$ cat config.mk
export PLATFORM = sky130hd
export DESIGN_NAME = vga_timing_gen_flat
export DESIGN_NICKNAME = d
export VERILOG_FILES = /design/src/rtl/vga_timing_pkg.sv /design/src/rtl/vga_timing_gen_if.sv /design/src/rtl/vga_mode_rom.sv /design/src/rtl/vga_timing_gen.sv /design/src/flat_wrapper.sv
export SDC_FILE = /design/constraint.sdc
export NUM_CORES = 1
export LEC_CHECK = 0
export BUFFER_PORTS_ARGS = -buffer_cell sky130_fd_sc_hd__buf_2
export CELL_PAD_IN_SITES_DETAIL_PLACEMENT = 1
export CELL_PAD_IN_SITES_GLOBAL_PLACEMENT = 2
export CORE_MARGIN = 3
export CORE_UTILIZATION = 39
export CTS_CLUSTER_DIAMETER = 200
export DETAILED_ROUTE_END_ITERATION = 7
export PLACE_DENSITY = 0.95
export SLEW_MARGIN = 20
export SYNTH_ARGS = -nofsm -noshare
export SYNTH_HDL_FRONTEND = slang
export SYNTH_SLANG_ARGS = --single-unit
$ cat constraint.sdc
create_clock -name CLK -period 6.5 [get_ports CLK]
set_input_delay 1.3 -clock CLK [delete_from_list [all_inputs] [get_ports CLK]]
set_output_delay 1.3 -clock CLK [all_outputs]
set_load 0.05 [all_outputs]
$ cat src/rtl/vga_timing_pkg.sv
// ============================================================================
// Module : vga_timing_pkg
// Brief  : Mode timing constants and the packed timing record for the VGA
//          timing generator.
// Rev    : 1.0
// ============================================================================
`default_nettype none

package vga_timing_pkg;

    localparam int TW = 12;

    typedef struct packed {
        logic [TW-1:0] h_vis;
        logic [TW-1:0] h_last;
        logic [TW-1:0] h_ss;
        logic [TW-1:0] h_se;
        logic [TW-1:0] v_vis;
        logic [TW-1:0] v_last;
        logic [TW-1:0] v_ss;
        logic [TW-1:0] v_se;
        logic          h_pos;
        logic          v_pos;
    } timing_t;

    // Elaboration-time only: derives last index and inclusive sync window.
    function automatic timing_t make_timing(input int hv, input int hf, input int hs, input int hb,
                                            input int vv, input int vf, input int vs, input int vb,
                                            input logic hp, input logic vp);
        timing_t t;
        t.h_vis  = TW'(hv);
        t.h_last = TW'(hv + hf + hs + hb - 1);
        t.h_ss   = TW'(hv + hf);
        t.h_se   = TW'(hv + hf + hs - 1);
        t.v_vis  = TW'(vv);
        t.v_last = TW'(vv + vf + vs + vb - 1);
        t.v_ss   = TW'(vv + vf);
        t.v_se   = TW'(vv + vf + vs - 1);
        t.h_pos  = hp;
        t.v_pos  = vp;
        return t;
    endfunction

    localparam timing_t C_MODES [4] = '{
        make_timing( 640,  16,  96,  48, 480, 10, 2, 33, 1'b0, 1'b0),
        make_timing( 800,  40, 128,  88, 600,  1, 4, 23, 1'b1, 1'b1),
        make_timing(1024,  24, 136, 160, 768,  3, 6, 29, 1'b0, 1'b0),
        make_timing(1280, 110,  40, 220, 720,  5, 5, 20, 1'b1, 1'b1)
    };

endpackage

`default_nettype wire

$ cat src/rtl/vga_timing_gen_if.sv
// ============================================================================
// Module : vga_timing_gen_if
// Brief  : Pixel-enable / mode request and timing outputs of the generator.
// Rev    : 1.0
// ============================================================================
`default_nettype none

interface vga_timing_gen_if #(
    parameter int CW = 12,
    parameter int MW = 2
);
    logic          P_CLK;
    logic [MW-1:0] MODE;
    logic [CW-1:0] XPOS;
    logic [CW-1:0] YPOS;
    logic          HSYNC;
    logic          VSYNC;
    logic          DISP_ACTIVE;
    logic          LINE_START;
    logic          FRAME_START;
    logic [MW-1:0] MODE_ACTIVE;

    modport master (
        input  P_CLK, MODE,
        output XPOS, YPOS, HSYNC, VSYNC, DISP_ACTIVE, LINE_START, FRAME_START, MODE_ACTIVE
    );

    modport slave (
        output P_CLK, MODE,
        input  XPOS, YPOS, HSYNC, VSYNC, DISP_ACTIVE, LINE_START, FRAME_START, MODE_ACTIVE
    );
endinterface

`default_nettype wire

$ cat src/rtl/vga_mode_rom.sv
// ============================================================================
// Module : vga_mode_rom
// Brief  : Combinational lookup from active mode to its timing record.
// Rev    : 1.0
// ============================================================================
`default_nettype none

module vga_mode_rom
    import vga_timing_pkg::*;
#(
    parameter int MW = 2
) (
    input  wire logic [MW-1:0] i_mode,
    output timing_t            o_timing
);

    assign o_timing = C_MODES[i_mode];

endmodule

`default_nettype wire

$ cat src/rtl/vga_timing_gen.sv
// ============================================================================
// Module : vga_timing_gen
// Brief  : Multi-mode VGA timing generator; counters in stage 1, registered
//          output decode in stage 2, mode switches only at frame end.
// Rev    : 1.0
// ============================================================================
`default_nettype none

module vga_timing_gen
    import vga_timing_pkg::*;
#(
    parameter int CW = 12,
    parameter int MW = 2
) (
    input  wire logic         CLK,
    input  wire logic         RST,
    vga_timing_gen_if.master  bus
);

    timing_t       w_tim;
    logic [CW-1:0] r_h;
    logic [CW-1:0] r_v;
    logic [MW-1:0] r_mode;
    logic [CW-1:0] w_h_next;
    logic [CW-1:0] w_v_next;
    logic [MW-1:0] w_mode_next;
    logic          w_h_end;
    logic          w_v_end;
    logic          w_h_vis;
    logic          w_v_vis;
    logic          w_hs_act;
    logic          w_vs_act;

    // Record always follows r_mode, so stage 2 decodes each (h,v) with its own mode.
    vga_mode_rom #(.MW(MW)) u_rom (
        .i_mode   (r_mode),
        .o_timing (w_tim)
    );

    assign w_h_end     = (r_h == CW'(w_tim.h_last));
    assign w_v_end     = (r_v == CW'(w_tim.v_last));
    assign w_h_next    = w_h_end ? '0 : r_h + CW'(1);
    assign w_v_next    = w_h_end ? (w_v_end ? '0 : r_v + CW'(1)) : r_v;
    assign w_mode_next = (w_h_end && w_v_end) ? bus.MODE : r_mode;

    always_ff @(posedge CLK) begin
        if (RST) begin
            r_h    <= '0;
            r_v    <= '0;
            r_mode <= '0;
        end else if (bus.P_CLK) begin
            r_h    <= w_h_next;
            r_v    <= w_v_next;
            r_mode <= w_mode_next;
        end
    end

    assign w_h_vis  = (r_h < CW'(w_tim.h_vis));
    assign w_v_vis  = (r_v < CW'(w_tim.v_vis));
    assign w_hs_act = (r_h >= CW'(w_tim.h_ss)) && (r_h <= CW'(w_tim.h_se));
    assign w_vs_act = (r_v >= CW'(w_tim.v_ss)) && (r_v <= CW'(w_tim.v_se));

    // Sync output equals polarity bit while in the window, its inverse outside.
    always_ff @(posedge CLK) begin
        if (RST) begin
            bus.XPOS        <= '0;
            bus.YPOS        <= '0;
            bus.HSYNC       <= 1'b1;
            bus.VSYNC       <= 1'b1;
            bus.DISP_ACTIVE <= 1'b0;
            bus.LINE_START  <= 1'b0;
            bus.FRAME_START <= 1'b0;
            bus.MODE_ACTIVE <= '0;
        end else if (bus.P_CLK) begin
            bus.XPOS        <= w_h_vis ? r_h : '0;
            bus.YPOS        <= w_v_vis ? r_v : '0;
            bus.HSYNC       <= w_hs_act ~^ w_tim.h_pos;
            bus.VSYNC       <= w_vs_act ~^ w_tim.v_pos;
            bus.DISP_ACTIVE <= w_h_vis & w_v_vis;
            bus.LINE_START  <= (r_h == '0);
            bus.FRAME_START <= (r_h == '0) && (r_v == '0);
            bus.MODE_ACTIVE <= r_mode;
        end
    end

endmodule

`default_nettype wire

$ cat src/flat_wrapper.sv
// flat-port wrapper written by rule: the top's interface ports become plain ports
module vga_timing_gen_flat import vga_timing_pkg::*;
#(
    parameter int CW = 12,
    parameter int MW = 2
)
  (CLK, RST, bus_P_CLK, bus_MODE, bus_XPOS, bus_YPOS, bus_HSYNC, bus_VSYNC, bus_DISP_ACTIVE, bus_LINE_START, bus_FRAME_START, bus_MODE_ACTIVE);
  vga_timing_gen_if #(.CW(CW), .MW(MW)) bus_i ();
  input  wire logic CLK;
  input  wire logic RST;
  input wire logic [$bits(bus_i.P_CLK)-1:0] bus_P_CLK;
  input wire logic [$bits(bus_i.MODE)-1:0] bus_MODE;
  output wire logic [$bits(bus_i.XPOS)-1:0] bus_XPOS;
  output wire logic [$bits(bus_i.YPOS)-1:0] bus_YPOS;
  output wire logic [$bits(bus_i.HSYNC)-1:0] bus_HSYNC;
  output wire logic [$bits(bus_i.VSYNC)-1:0] bus_VSYNC;
  output wire logic [$bits(bus_i.DISP_ACTIVE)-1:0] bus_DISP_ACTIVE;
  output wire logic [$bits(bus_i.LINE_START)-1:0] bus_LINE_START;
  output wire logic [$bits(bus_i.FRAME_START)-1:0] bus_FRAME_START;
  output wire logic [$bits(bus_i.MODE_ACTIVE)-1:0] bus_MODE_ACTIVE;
  assign bus_i.P_CLK = bus_P_CLK;
  assign bus_i.MODE = bus_MODE;
  assign bus_XPOS = bus_i.XPOS;
  assign bus_YPOS = bus_i.YPOS;
  assign bus_HSYNC = bus_i.HSYNC;
  assign bus_VSYNC = bus_i.VSYNC;
  assign bus_DISP_ACTIVE = bus_i.DISP_ACTIVE;
  assign bus_LINE_START = bus_i.LINE_START;
  assign bus_FRAME_START = bus_i.FRAME_START;
  assign bus_MODE_ACTIVE = bus_i.MODE_ACTIVE;
  vga_timing_gen #(.CW(CW), .MW(MW)) u_core (.CLK(CLK), .RST(RST), .bus(bus_i));
endmodule
==> results summary, run 1 <==
The run finished with clean final reports. In this run the worst hold path is classified as register to register. The part of the cycle the worst path needs is 50.6%. The reported net switching power came out at 0.000175 W.

The wire length of the first global-routing pass came out at 13,800 um. STA puts the critical path data arrival time at 3.49 ns. The total number of yosys warnings is 0. The maximum frequency from static timing analysis is just over 300 MHz. The number of clock sinks came out at 57. The number of buffer cells added on primary ports is 35. The antenna violation net count after detailed routing came out at 0. The routed length per instance came out at 17.8 um. The number of clock buffers inserted by TritonCTS is 9.

The final weighted congestion of routability-driven global placement is 0.902. The register area is 1140 um2. The startpoint-to-endpoint class of the critical path is register to register. The worst pin sits at a relative slew slack of 47.9%.

The post-detailed-route via-to-cell ratio came out at around 5.5. The max-cap violation count came out at 0. The core area came out at 7850 um2. At the end of the flow the core is filled with cells to between 40% and 50%. In this run the critical register-to-register path is captured at u_core.r_v[6].

The detailed placer's ending HPWL is 6170 um. The leakage power is 1.59 nW. The mean post-synth cell area came out at 9.17 um2. Entering global routing, the biggest net connects 27 pins. The cell count of the worst hold path came out at 2.

For this design, the slowest cell found on the critical path is sky130_fd_sc_hd__nor4_4. Post-CTS repair changed the size of 0 cells. Summing all non-filler instances in the final layout gives an area of 3630 um2. The critical path data required time is 6.70 ns. The cts-stage hold buffer count is 0.

The area of the mapped netlist is 3190 um2. After synthesis, the share of flip-flops with an asynchronous set or reset is 0%. Walking the worst path, the cells encountered are inv_1 > ha_1 > xor2_1 > nand3_1 > nor4_4 > nand3_1 > nand2b_1 > nor2_1.

Sequential cells were found to cover between 30% and 40% of the synthesized design area. The number of setup buffers added after CTS is 0. By instance count, the leading cell after synthesis is sky130_fd_sc_hd__dfxtp_1. The number of design-rule violations left by the first detailed-router iteration came out at 122. The reg2reg setup slack came out at about 3.2 ns. The worst setup path is captured at a register. In the synthesized netlist the dominant register cell turns out to be sky130_fd_sc_hd__dfxtp_1. The share of total power dissipated in the clock network is 46.8%. Summed over all layers, the routed wires come to 8630 um. The overflow left after global routing is 0. VDD sags by at most 90.8 uV. Summing all multi-input logic gate instances after layout gives about 1900 um2. The clock tree from TritonCTS is done. The number of nets in the finished design is 417. Summing over every cut layer, the via total after detailed routing is 2,660.

In this run the most critical hold path is launched from u_core.bus.LINE_START. The setup TNS came out at 0 ns. For the pin with the worst max-slew slack, the measured transition is 0.776 ns. For the worst flop-to-flop path, the logic depth is 8.

The placed instances occupy a cell area of around 3400 um2. The sequential power share is 47.9%. The number of nets produced by synthesis is 388. The clock transition at the registers of the reported paths came out at 0.06 ns. STA classifies the critical path startpoint as a register.

The vertical die dimension is 96.5 um. The most numerous cell type found on the critical path is sky130_fd_sc_hd__nand3_1. The width of the die is approximately 96 um. In this design, the stage delay of the slowest critical-path cell is 0.74 ns.

The fraction of final layout cells sized beyond drive strength 1 came out at 16.0%. The antenna diode instance count came out at 0. Yosys mapped a number of flops with a built-in enable equal to 0.

The H-tree depth is 3. The worst-case hold slack is approximately 0.45 ns. The detailed-routing iteration count for the pre-antenna-repair pass came out at 4. The total chip power came out at 0.000747 W. No sink is reached through more buffers than the 2 on the longest clock path. The number of global-route vias before repair came to 2,648. Setup violations remaining at the end of the flow were counted as 0. For hold timing, the worst endpoint is u_core.bus.LINE_START. The total die area came out at 9300 um2. The area growth from synthesis to layout is 13.9%. The total routing resource utilization after global routing is slightly below 20%. In this run switching power makes up 23.4% of total power. The internal power component came out at 0.000572 W. Setup repair after global routing left no endpoint under its margin.

After synthesis, the most frequently instantiated cells are 57 x sky130_fd_sc_hd__dfxtp_1, 37 x sky130_fd_sc_hd__nor2_1, 35 x sky130_fd_sc_hd__ha_1, 21 x sky130_fd_sc_hd__a22o_1. The final critical delay including setup and external delays came out at 3.29 ns. Clock tree synthesis selected as its root buffer the cell sky130_fd_sc_hd__clkbuf_8. The number of fillers in the final layout is 919. In the post-synthesis netlist, the biggest area contributors are sky130_fd_sc_hd__dfxtp_1 36%, sky130_fd_sc_hd__ha_1 14%, sky130_fd_sc_hd__a22o_1 5.8%. The count of different cell masters after synthesis came out at 49. After floorplanning, the core was divided into 32 placement rows. The largest clock skew in the final design is 0.00894 ns. The number of synthesized register bits is 57. The initial core utilization is 40.7%.

The number of endpoints with negative hold slack in the final report is 0. The power density normalized to cell area came out at 206 nW/um2. The combinational power share is about 5.3%.

The post-synthesis cell count came out at roughly 350. The portion of synthesized cell area occupied by the leading cell type is 35.8%. The number of max-slew violations in the final report is 0.

The critical-path maximum fanout is 12. The worst register-to-register path begins at u_core.r_mode[0]. The number of antenna violations at the first check in global routing is 0. In the routed design, unresolved DRC markers number 0. The largest total area in the synthesized netlist belongs to sky130_fd_sc_hd__dfxtp_1. For this design the top-level I/O count stands at 36.

The clock reaches the later pin of the worst-skew pair after 0.34 ns.
[metal layers]
layer  vias to the layer above  part of all wire [%]  GRT usage [%]
li1                       1299                     -              -
met1                      1280                    50           27.4
met2                        69                    43           29.3
met3                        12                   5.1           4.57
met4                         0                   1.4           6.07
met5                         -                     0              0
[critical path: cells and delay by family, from the launching register on]
family	cells	cell delay, ns
AND/OR/NAND/NOR	5	1.76
adder cells (fa/ha/maj)	1	0.52
flip-flops	1	0.38
buffers and inverters	1	0.29
XOR/XNOR	1	0.19
[state kept, by name (all words and copies together), names as in the netlist]
name                    cells
u_core.bus.MODE_ACTIVE      2
u_core.r_v                 12
u_core.bus.XPOS            12
u_core.bus.YPOS            12
u_core.bus.FRAME_START      1
u_core.r_mode               2
u_core.bus.HSYNC            1
u_core.bus.LINE_START       1
u_core.r_h                 12
u_core.bus.DISP_ACTIVE      1
u_core.bus.VSYNC            1
[cells in the final DEF (no fill, tap or decap), types with 2 or more instances in the layout]
| cell | instances |
|---|---|
| sky130_fd_sc_hd__or3_1 | 8 |
| sky130_fd_sc_hd__nand2b_1 | 3 |
| sky130_fd_sc_hd__a21o_1 | 3 |
| sky130_fd_sc_hd__nor4_1 | 2 |
| sky130_fd_sc_hd__a21oi_1 | 18 |
| sky130_fd_sc_hd__dfxtp_1 | 57 |
| sky130_fd_sc_hd__xor2_1 | 17 |
| sky130_fd_sc_hd__nor2_1 | 37 |
| sky130_fd_sc_hd__o21ai_0 | 8 |
| sky130_fd_sc_hd__o21a_1 | 5 |
| sky130_fd_sc_hd__clkinvlp_4 | 2 |
| sky130_fd_sc_hd__and2_1 | 5 |
| sky130_fd_sc_hd__nor4b_1 | 2 |
| sky130_fd_sc_hd__nand4_1 | 17 |
| sky130_fd_sc_hd__inv_1 | 13 |
| sky130_fd_sc_hd__nor3_2 | 2 |
| sky130_fd_sc_hd__and3_1 | 5 |
| sky130_fd_sc_hd__ha_1 | 35 |
| sky130_fd_sc_hd__nor3_1 | 4 |
| sky130_fd_sc_hd__xnor2_1 | 12 |
| sky130_fd_sc_hd__a22o_1 | 21 |
| sky130_fd_sc_hd__buf_2 | 35 |
| sky130_fd_sc_hd__mux2i_1 | 6 |
| sky130_fd_sc_hd__clkbuf_8 | 12 |
| sky130_fd_sc_hd__nand3_1 | 7 |
| sky130_fd_sc_hd__o211ai_1 | 3 |
| sky130_fd_sc_hd__nand2_1 | 18 |
[power groups by stage]
stage	Combinational [W]	Clock [W]	Sequential, W
after global routing	0.0000425	0.000373	0.000358
after global placement	0.0000384	0	0.000365
final	0.0000393	0.000350	0.000358
after floorplan	0.0000187	0	0.000375
after CTS	0.0000392	0.000355	0.000358
after detailed placement	0.0000386	0	0.000366
[cell type report]
type                            instances  share of cell area [%]
Sequential cell                        57                    31.4
Tap cell                              102                    3.51
Clock buffer                           12                    4.54
Multi-Input combinational cell        259                    52.7
Timing Repair Buffer                   36                    5.03
Inverter                               14                    1.45
Clock inverter                          4                    1.38
[per-stage QoR]
stage | instances | setup WS [ns]
after floorplan | 348 | 3.94
after global placement | 468 | 3.14
after detailed placement | 468 | 3.09
after CTS | 484 | 3.05
after global routing | 484 | 2.93
final | 484 | 3.21
[cell families after synthesis]
family          Yosys count  synth area share [%]
simple gates            120                  20.8
compound gates           68                  15.2
flops                    57                  35.8
fa+ha+maj                36                  14.0
buf+inv                  32                  4.35
xor+xnor                 29                  7.96
mux                       6                  1.88
[how the worst max path moves through the flow]
stage,from,end
final,u_core.r_mode[0],u_core.r_v[6]
after global routing,u_core.r_mode[1],u_core.r_v[6]
after CTS,u_core.r_mode[0],u_core.bus.XPOS[3]
after detailed placement,u_core.r_mode[0],u_core.bus.XPOS[3]
after global placement,u_core.r_mode[0],u_core.bus.XPOS[8]
after floorplan,bus_P_CLK,u_core.r_h[10]
Power figures use the tool's default switching activity.
==> inputs of run 2 (changes only) <==
- CORE_UTILIZATION: 39 -> 33
- PLACE_DENSITY: 0.95 -> 0.87
- clock period: 6.5 -> 3 ns (I/O delays scaled with it)
==> results summary, run 2 (synthesis gave the netlist of run 1 again) <==
After global routing the overflow that remains totals 0. The cts-stage hold buffer count is 0. The routed length per instance came out at ~17 um. The number of max-slew violations in the final report is 0. The clock arrives with 0.00513 ns of skew.

TritonCTS built the clock tree. The worst hold path passes through 2 cells. The worst-case hold slack came out at approximately 0.44 ns. The transition time of the tightest slew-check pin came out at about 0.51 ns. 36 I/O pins were placed. The number of clock buffers inserted by TritonCTS came out at 9.

The worst path setup slack after routing came out at 0.178 ns. The H-tree was split into 3 levels. The worst pin sits at a relative slew slack of 65.5%. The detailed placer's ending HPWL came out at 6640 um. The row count is 35.

The setup-violating endpoint count in the final report came out at 0. The initial core utilization came out at 34.2%. The number of global-route vias before repair is 2,805. Across the VDD grid, the largest voltage drop is between 200 and 250 uV.

The final critical delay including setup and external delays came out at 2.82 ns. The final critical path takes up 94.1% of the cycle. The number of antenna violations at the first check in global routing is 0. For this design the ratio of total power to cell area is about 420 nW/um2. The fraction of final layout cells sized beyond drive strength 1 is 17.3%. The final cell count without fillers came out at 517. At the end of the flow, the number of nets in the layout was 423. The first TritonRoute pass finished after 4 iterations. Walking the worst path, the cells encountered are inv_1 > ha_1 > o21a_1 > o211ai_1 > or3_1 > o221a_2 > nor3b_4 > buf_12 > a22o_1. The floorplan step defined a core boundary enclosing 9330 um2.

Setup repair after global routing left no endpoint under its margin. The critical path is of the register to register type. Based on the critical path, the design can be clocked at up to around 350 MHz. The data arrival time of the critical path came out at 3.06 ns. The first routing iteration left 96 violations. At the end of routability-driven placement, the weighted congestion stood at 0.897. The deepest clock path buffer count came out at 2. The clock reaches the later pin of the worst-skew pair after about 0.34 ns. The post-detailed-route via-to-cell ratio is approximately 5.3.

In the global route stage, overall resource usage came out at ~17%. The leakage power came out at between 1.5 and 2 nW. The slowest stage of the critical path belongs to the cell sky130_fd_sc_hd__ha_1. The number of fillers in the final layout came out at 1,106. The most common cell after layout, fill and taps aside is sky130_fd_sc_hd__dfxtp_1.

The floorplan step set the die height to 104 um. The area growth from synthesis to layout is 15.8%. The cell total after placement came out at 500. The critical-path maximum fanout came out at 10. After clock tree synthesis, the clock-pin slew on the worst setup and hold paths is 0.06 ns. The largest net degree at the start of global routing is 27. The number of clock sinks came out at 57. Leaving out fill and tap cells, the most frequent cells in the layout are 56 x sky130_fd_sc_hd__dfxtp_1, 37 x sky130_fd_sc_hd__nor2_1, 35 x sky130_fd_sc_hd__ha_1, 35 x sky130_fd_sc_hd__buf_2, 21 x sky130_fd_sc_hd__a22o_1. The total die area came out at around 11,000 um2.

The cell sitting at the root of the clock tree is a sky130_fd_sc_hd__clkbuf_8. Adding up every negative setup slack in the final design gives 0 ns. The via count came out at 2,721. The number of buffer cells added on primary ports came out at 35. The number of antenna diodes in the final layout is 0. The cell depth of the worst flop-to-flop path came out at 9. The post-route DRC violation count is 0. The antenna violation net count after detailed routing came out at 0.

The critical path data required time is 3.23 ns. The critical path buffer and inverter count is 2. The type of origin of the critical path is a register. The wire length of the first global-routing pass came out at 14,900 um. The sort of element at the end of the critical path is a register. In this run the worst hold path is classified as register to register.

The width of the die is 104 um. The final standard cell utilization of the core came out at ~40%. The number of endpoints with negative hold slack in the final report came to 0. The run finished with clean final reports. Before CTS, the worst setup slack after placement is 0.140 ns. The max-cap violation count is 0. The final layout contains routed wiring with a total length of 8950 um. The family with the most delay on the worst path is compound AO/OA/AOI/OAI gates. In this run the number of cells on the critical path is 9.

The biggest cell delay along the critical path is 0.55 ns.
==> run 2: cell types whose count changed in the layout (fill, tap and decap cells not counted), sizes merged <==
| cell | delta |
|---|---|
| buf | +6 |
| clkinv | +4 |
| clkbuf | -2 |
| clkinvlp | -2 |
==> run 2: report_power, final <==
group          internal (W)  switching (W)  total [W]  leakage (nW)
registers          0.000766     0.00000888   0.000775         0.461
logic             0.0000268      0.0000645  0.0000913          1.06
clock network      0.000379       0.000314   0.000693        0.0998
==> run 2: final timing paths <==
kind / from / end / slack [ns]
worst max-delay path: u_core.r_mode[0] / u_core.bus.YPOS[4] / 0.18
worst min-delay path: u_core.bus.LINE_START / u_core.bus.LINE_START / 0.44
worst max register to register: u_core.r_mode[0] / u_core.bus.YPOS[4] / 0.18
worst min register to register: u_core.bus.LINE_START / u_core.bus.LINE_START / 0.44
==> run 2: per-layer routing <==
metal  track usage (%)  vias up  part of all wire [%]
li1                  -     1315                     -
met1              21.3     1324                    46
met2              28.4       64                    48
met3              3.85       18                   4.3
met4              7.22        0                   2.1
met5                 0        -                     0
==> run 2: per-stage QoR <==
stage               area, um2  total power (W)
finish                   3700          0.00156
global route             3700          0.00163
CTS                      3670          0.00158
detailed placement       3490         0.000881
global placement         3490         0.000879
floorplan                3190         0.000853
==> run 2: worst register-to-register path, delay by kind of cell (launching register included) <==
| kind | cells | cell delay, ns |
|---|---|---|
| AO/OA/AOI/OAI | 4 | 0.75 |
| adder cells (fa/ha/maj) | 1 | 0.55 |
| buffers and inverters | 2 | 0.43 |
| flip-flops | 1 | 0.37 |
| AND/OR/NAND/NOR | 2 | 0.60 |
==> run 2: area by class of cell <==
type | count | area (um2) | share of cell area, %
clock buffers | 10 | 128 | 3.45
clock inverters | 6 | 58.8 | 1.59
inverters | 14 | 52.6 | 1.42
multi-input cells | 259 | 1910 | 51.8
flip-flops and latches | 57 | 1140 | 30.9
well taps | 129 | 161 | 4.37
repair buffers | 42 | 240 | 6.50
==> run 2: timing repair <==
action,4_1_cts,5_1_grt
resized for setup,0,2
setup endpoints to repair,0,18
setup buffers,0,1
==> inputs of run 3 (changes only) <==
- PLACE_DENSITY: 0.87 -> 0.76
==> results summary, run 3 (synthesis gave the netlist of run 1 again) <==
The worst path setup slack after routing came out at 0.193 ns. For this design the ratio of total power to cell area is 408 nW/um2. In this run the worst hold path is classified as register to register.

Setup repair after global routing left no endpoint under its margin. The number of endpoints with negative hold slack in the final report came out at 0. The final critical delay including setup and external delays is 2.81 ns.

The number of max-slew violations in the final report is 0. The number of clock buffers added by TritonCTS is 9. The H-tree depth is 3. The relative max-transition margin came out at 51.3%. The count of nets left with antenna violations once routing finished came out at 0. The run finished with clean final reports.

The part of the cycle the worst path needs is 93.6%. The largest net degree at the start of global routing is 16. The clock tree from TritonCTS is done. The row count is 35. The cts-stage hold buffer count came out at 0. For this design, the slowest cell found on the critical path is sky130_fd_sc_hd__ha_1. The type of origin of the critical path is a register. The number of antenna violations at the first check in global routing came out at 0.

The highest layer used for signal routing is met4. The initial core utilization came out at 34.2%. For the pin with the worst max-slew slack, the measured transition is 0.728 ns. The top cell types in the final layout, fill and taps aside, are 56 x sky130_fd_sc_hd__dfxtp_1, 37 x sky130_fd_sc_hd__nor2_1, 35 x sky130_fd_sc_hd__ha_1, 35 x sky130_fd_sc_hd__buf_2, 21 x sky130_fd_sc_hd__a22o_1.

The final standard cell utilization of the core is between 30% and 40%. The wire length the detailed router placed on met1 is 4510 um. The overflow left after global routing came out at 0. The placed instances occupy a cell area of 3520 um2. The first global-routing pass estimated 14,900 um of wire. The number of design-rule violations left by the first detailed-router iteration came out at approximately 150.

CTS placed an instance of sky130_fd_sc_hd__clkbuf_8 at the clock tree root. The number of fillers in the final layout came out at 1,120. The post-detailed-route via-to-cell ratio is 5.21. The leakage power came out at 1.62 nW. The post-route DRC violation count came out at 0.

The total routing resource utilization after global routing came out at 17.2%. The amount of wire on met2 after detailed routing is a little under 4000 um. The final design area excluding fillers is between 3000 and 4000 um2. The sort of element at the end of the critical path is a register.

The deepest clock path buffer count came out at 2. The critical path goes through inv_1 > ha_1 > inv_1 > ha_1 > nand2_1 > or3_1 > o221a_2 > nor3b_4 > buf_12 > a22o_1. The total die area is roughly 11,000 um2. The number of buffer cells added on primary ports is 35. The detailed placer's ending HPWL came out at 6650 um.

The setup-violating endpoint count in the final report is 0. The critical path data required time came out at 3.23 ns. The critical-path maximum fanout is 10. The max-cap violation count is 0.

The setup TNS came out at 0 ns. The number of global-route vias before repair was 2,774. The via count is between 2k and 3k.

The most common cell after layout, fill and taps aside is sky130_fd_sc_hd__dfxtp_1. The maximum frequency from static timing analysis came out at 356 MHz. The final weighted congestion of routability-driven global placement came out at a little over 0.8. The fraction of final layout cells sized beyond drive strength 1 is between 10% and 20%. The largest clock skew in the final design came out at around 0.0086 ns. The clock net in this run drives a total of 57 sinks. The clock transition at the registers of the reported paths is 0.07 ns.

The startpoint-to-endpoint class of the critical path is register to register. The die is 104 um tall. The width of the die is between 100 and 150 um. After detailed routing, the average wire length per cell comes to around 17 um. The detailed-routing iteration count for the pre-antenna-repair pass is 4. 0 antenna diodes ended up in the layout. At the later pin of the worst-skew pair, clock insertion delay measures 0.34 ns. The number of primary I/O pins is 36. Prior to clock tree synthesis, the placed netlist has a worst setup slack of 0.117 ns. The core area is 9330 um2.

The peak supply drop came out at 132 uV. The data arrival time of the critical path came out at 3.04 ns. The number of nets in the finished design came out at 427. The biggest cell delay along the critical path came out at roughly 0.40 ns. The routed design has 8950 um of wire. The met3 wire length came out at 491 um. The area growth from synthesis to layout is 16.4%.
run 3: cell count changes in the layout (fill, tap and decap cells not counted), sizes merged:
cell	delta
buf	+4
bufinv	-1
clkinvlp	+1
clkinv	-1
clkbuf	+1
run 3: layout make-up:
cell class,count,area [um2],area share [%]
multi-input combinational,259,1910,51.5
timing repair buffer,46,270,7.28
clock inverter,5,31.3,0.843
tap,129,161,4.35
clock buffer,11,141,3.81
inverter,14,52.6,1.42
sequential,57,1140,30.8
run 3: repair_timing:
item	4_1_cts	5_1_grt
resized for setup	0	2
setup buffers	0	1
setup endpoints to repair	0	24
run 3: final timing paths:
check                           slack (ns)  cells past startpoint                  start                    end
worst max-delay path                  0.19                     10       u_core.r_mode[1]     u_core.bus.YPOS[0]
worst min-delay path                  0.44                      2  u_core.bus.LINE_START  u_core.bus.LINE_START
worst max register to register        0.19                     10       u_core.r_mode[1]     u_core.bus.YPOS[0]
worst min register to register        0.44                      2  u_core.bus.LINE_START  u_core.bus.LINE_START
run 3: metal layers:
layer	GRT usage (%)	vias up
met5	0	-
met4	5.79	0
met3	3.79	8
met2	26.0	74
met1	24.1	1314
li1	-	1321
run 3: report_power, final:
part / total [W] / switching [W] / internal (W)
Sequential: 0.000774 / 0.00000775 / 0.000766
Combinational: 0.0000900 / 0.0000628 / 0.0000273
Clock: 0.000649 / 0.000330 / 0.000319
run 3: worst max-delay path, delay by kind of cell, from the launching register on:
kind / cells / cell delay, ns
compound gates: 2 / 0.46
fa+ha+maj: 2 / 0.76
buf+inv: 3 / 0.54
flops: 1 / 0.38
simple gates: 3 / 0.56
run 3: stage by stage:
| stage | hold WS [ns] | std cells | total power, W |
|---|---|---|---|
| 3_5_place_dp | 0.437 | 504 | 0.000879 |
| 2_1_floorplan | 0.467 | 348 | 0.000853 |
| 3_3_place_gp | 0.429 | 504 | 0.000877 |
| 6_report | 0.440 | 521 | 0.00151 |
| 5_1_grt | 0.491 | 521 | 0.00159 |
| 4_1_cts | 0.447 | 520 | 0.00154 |
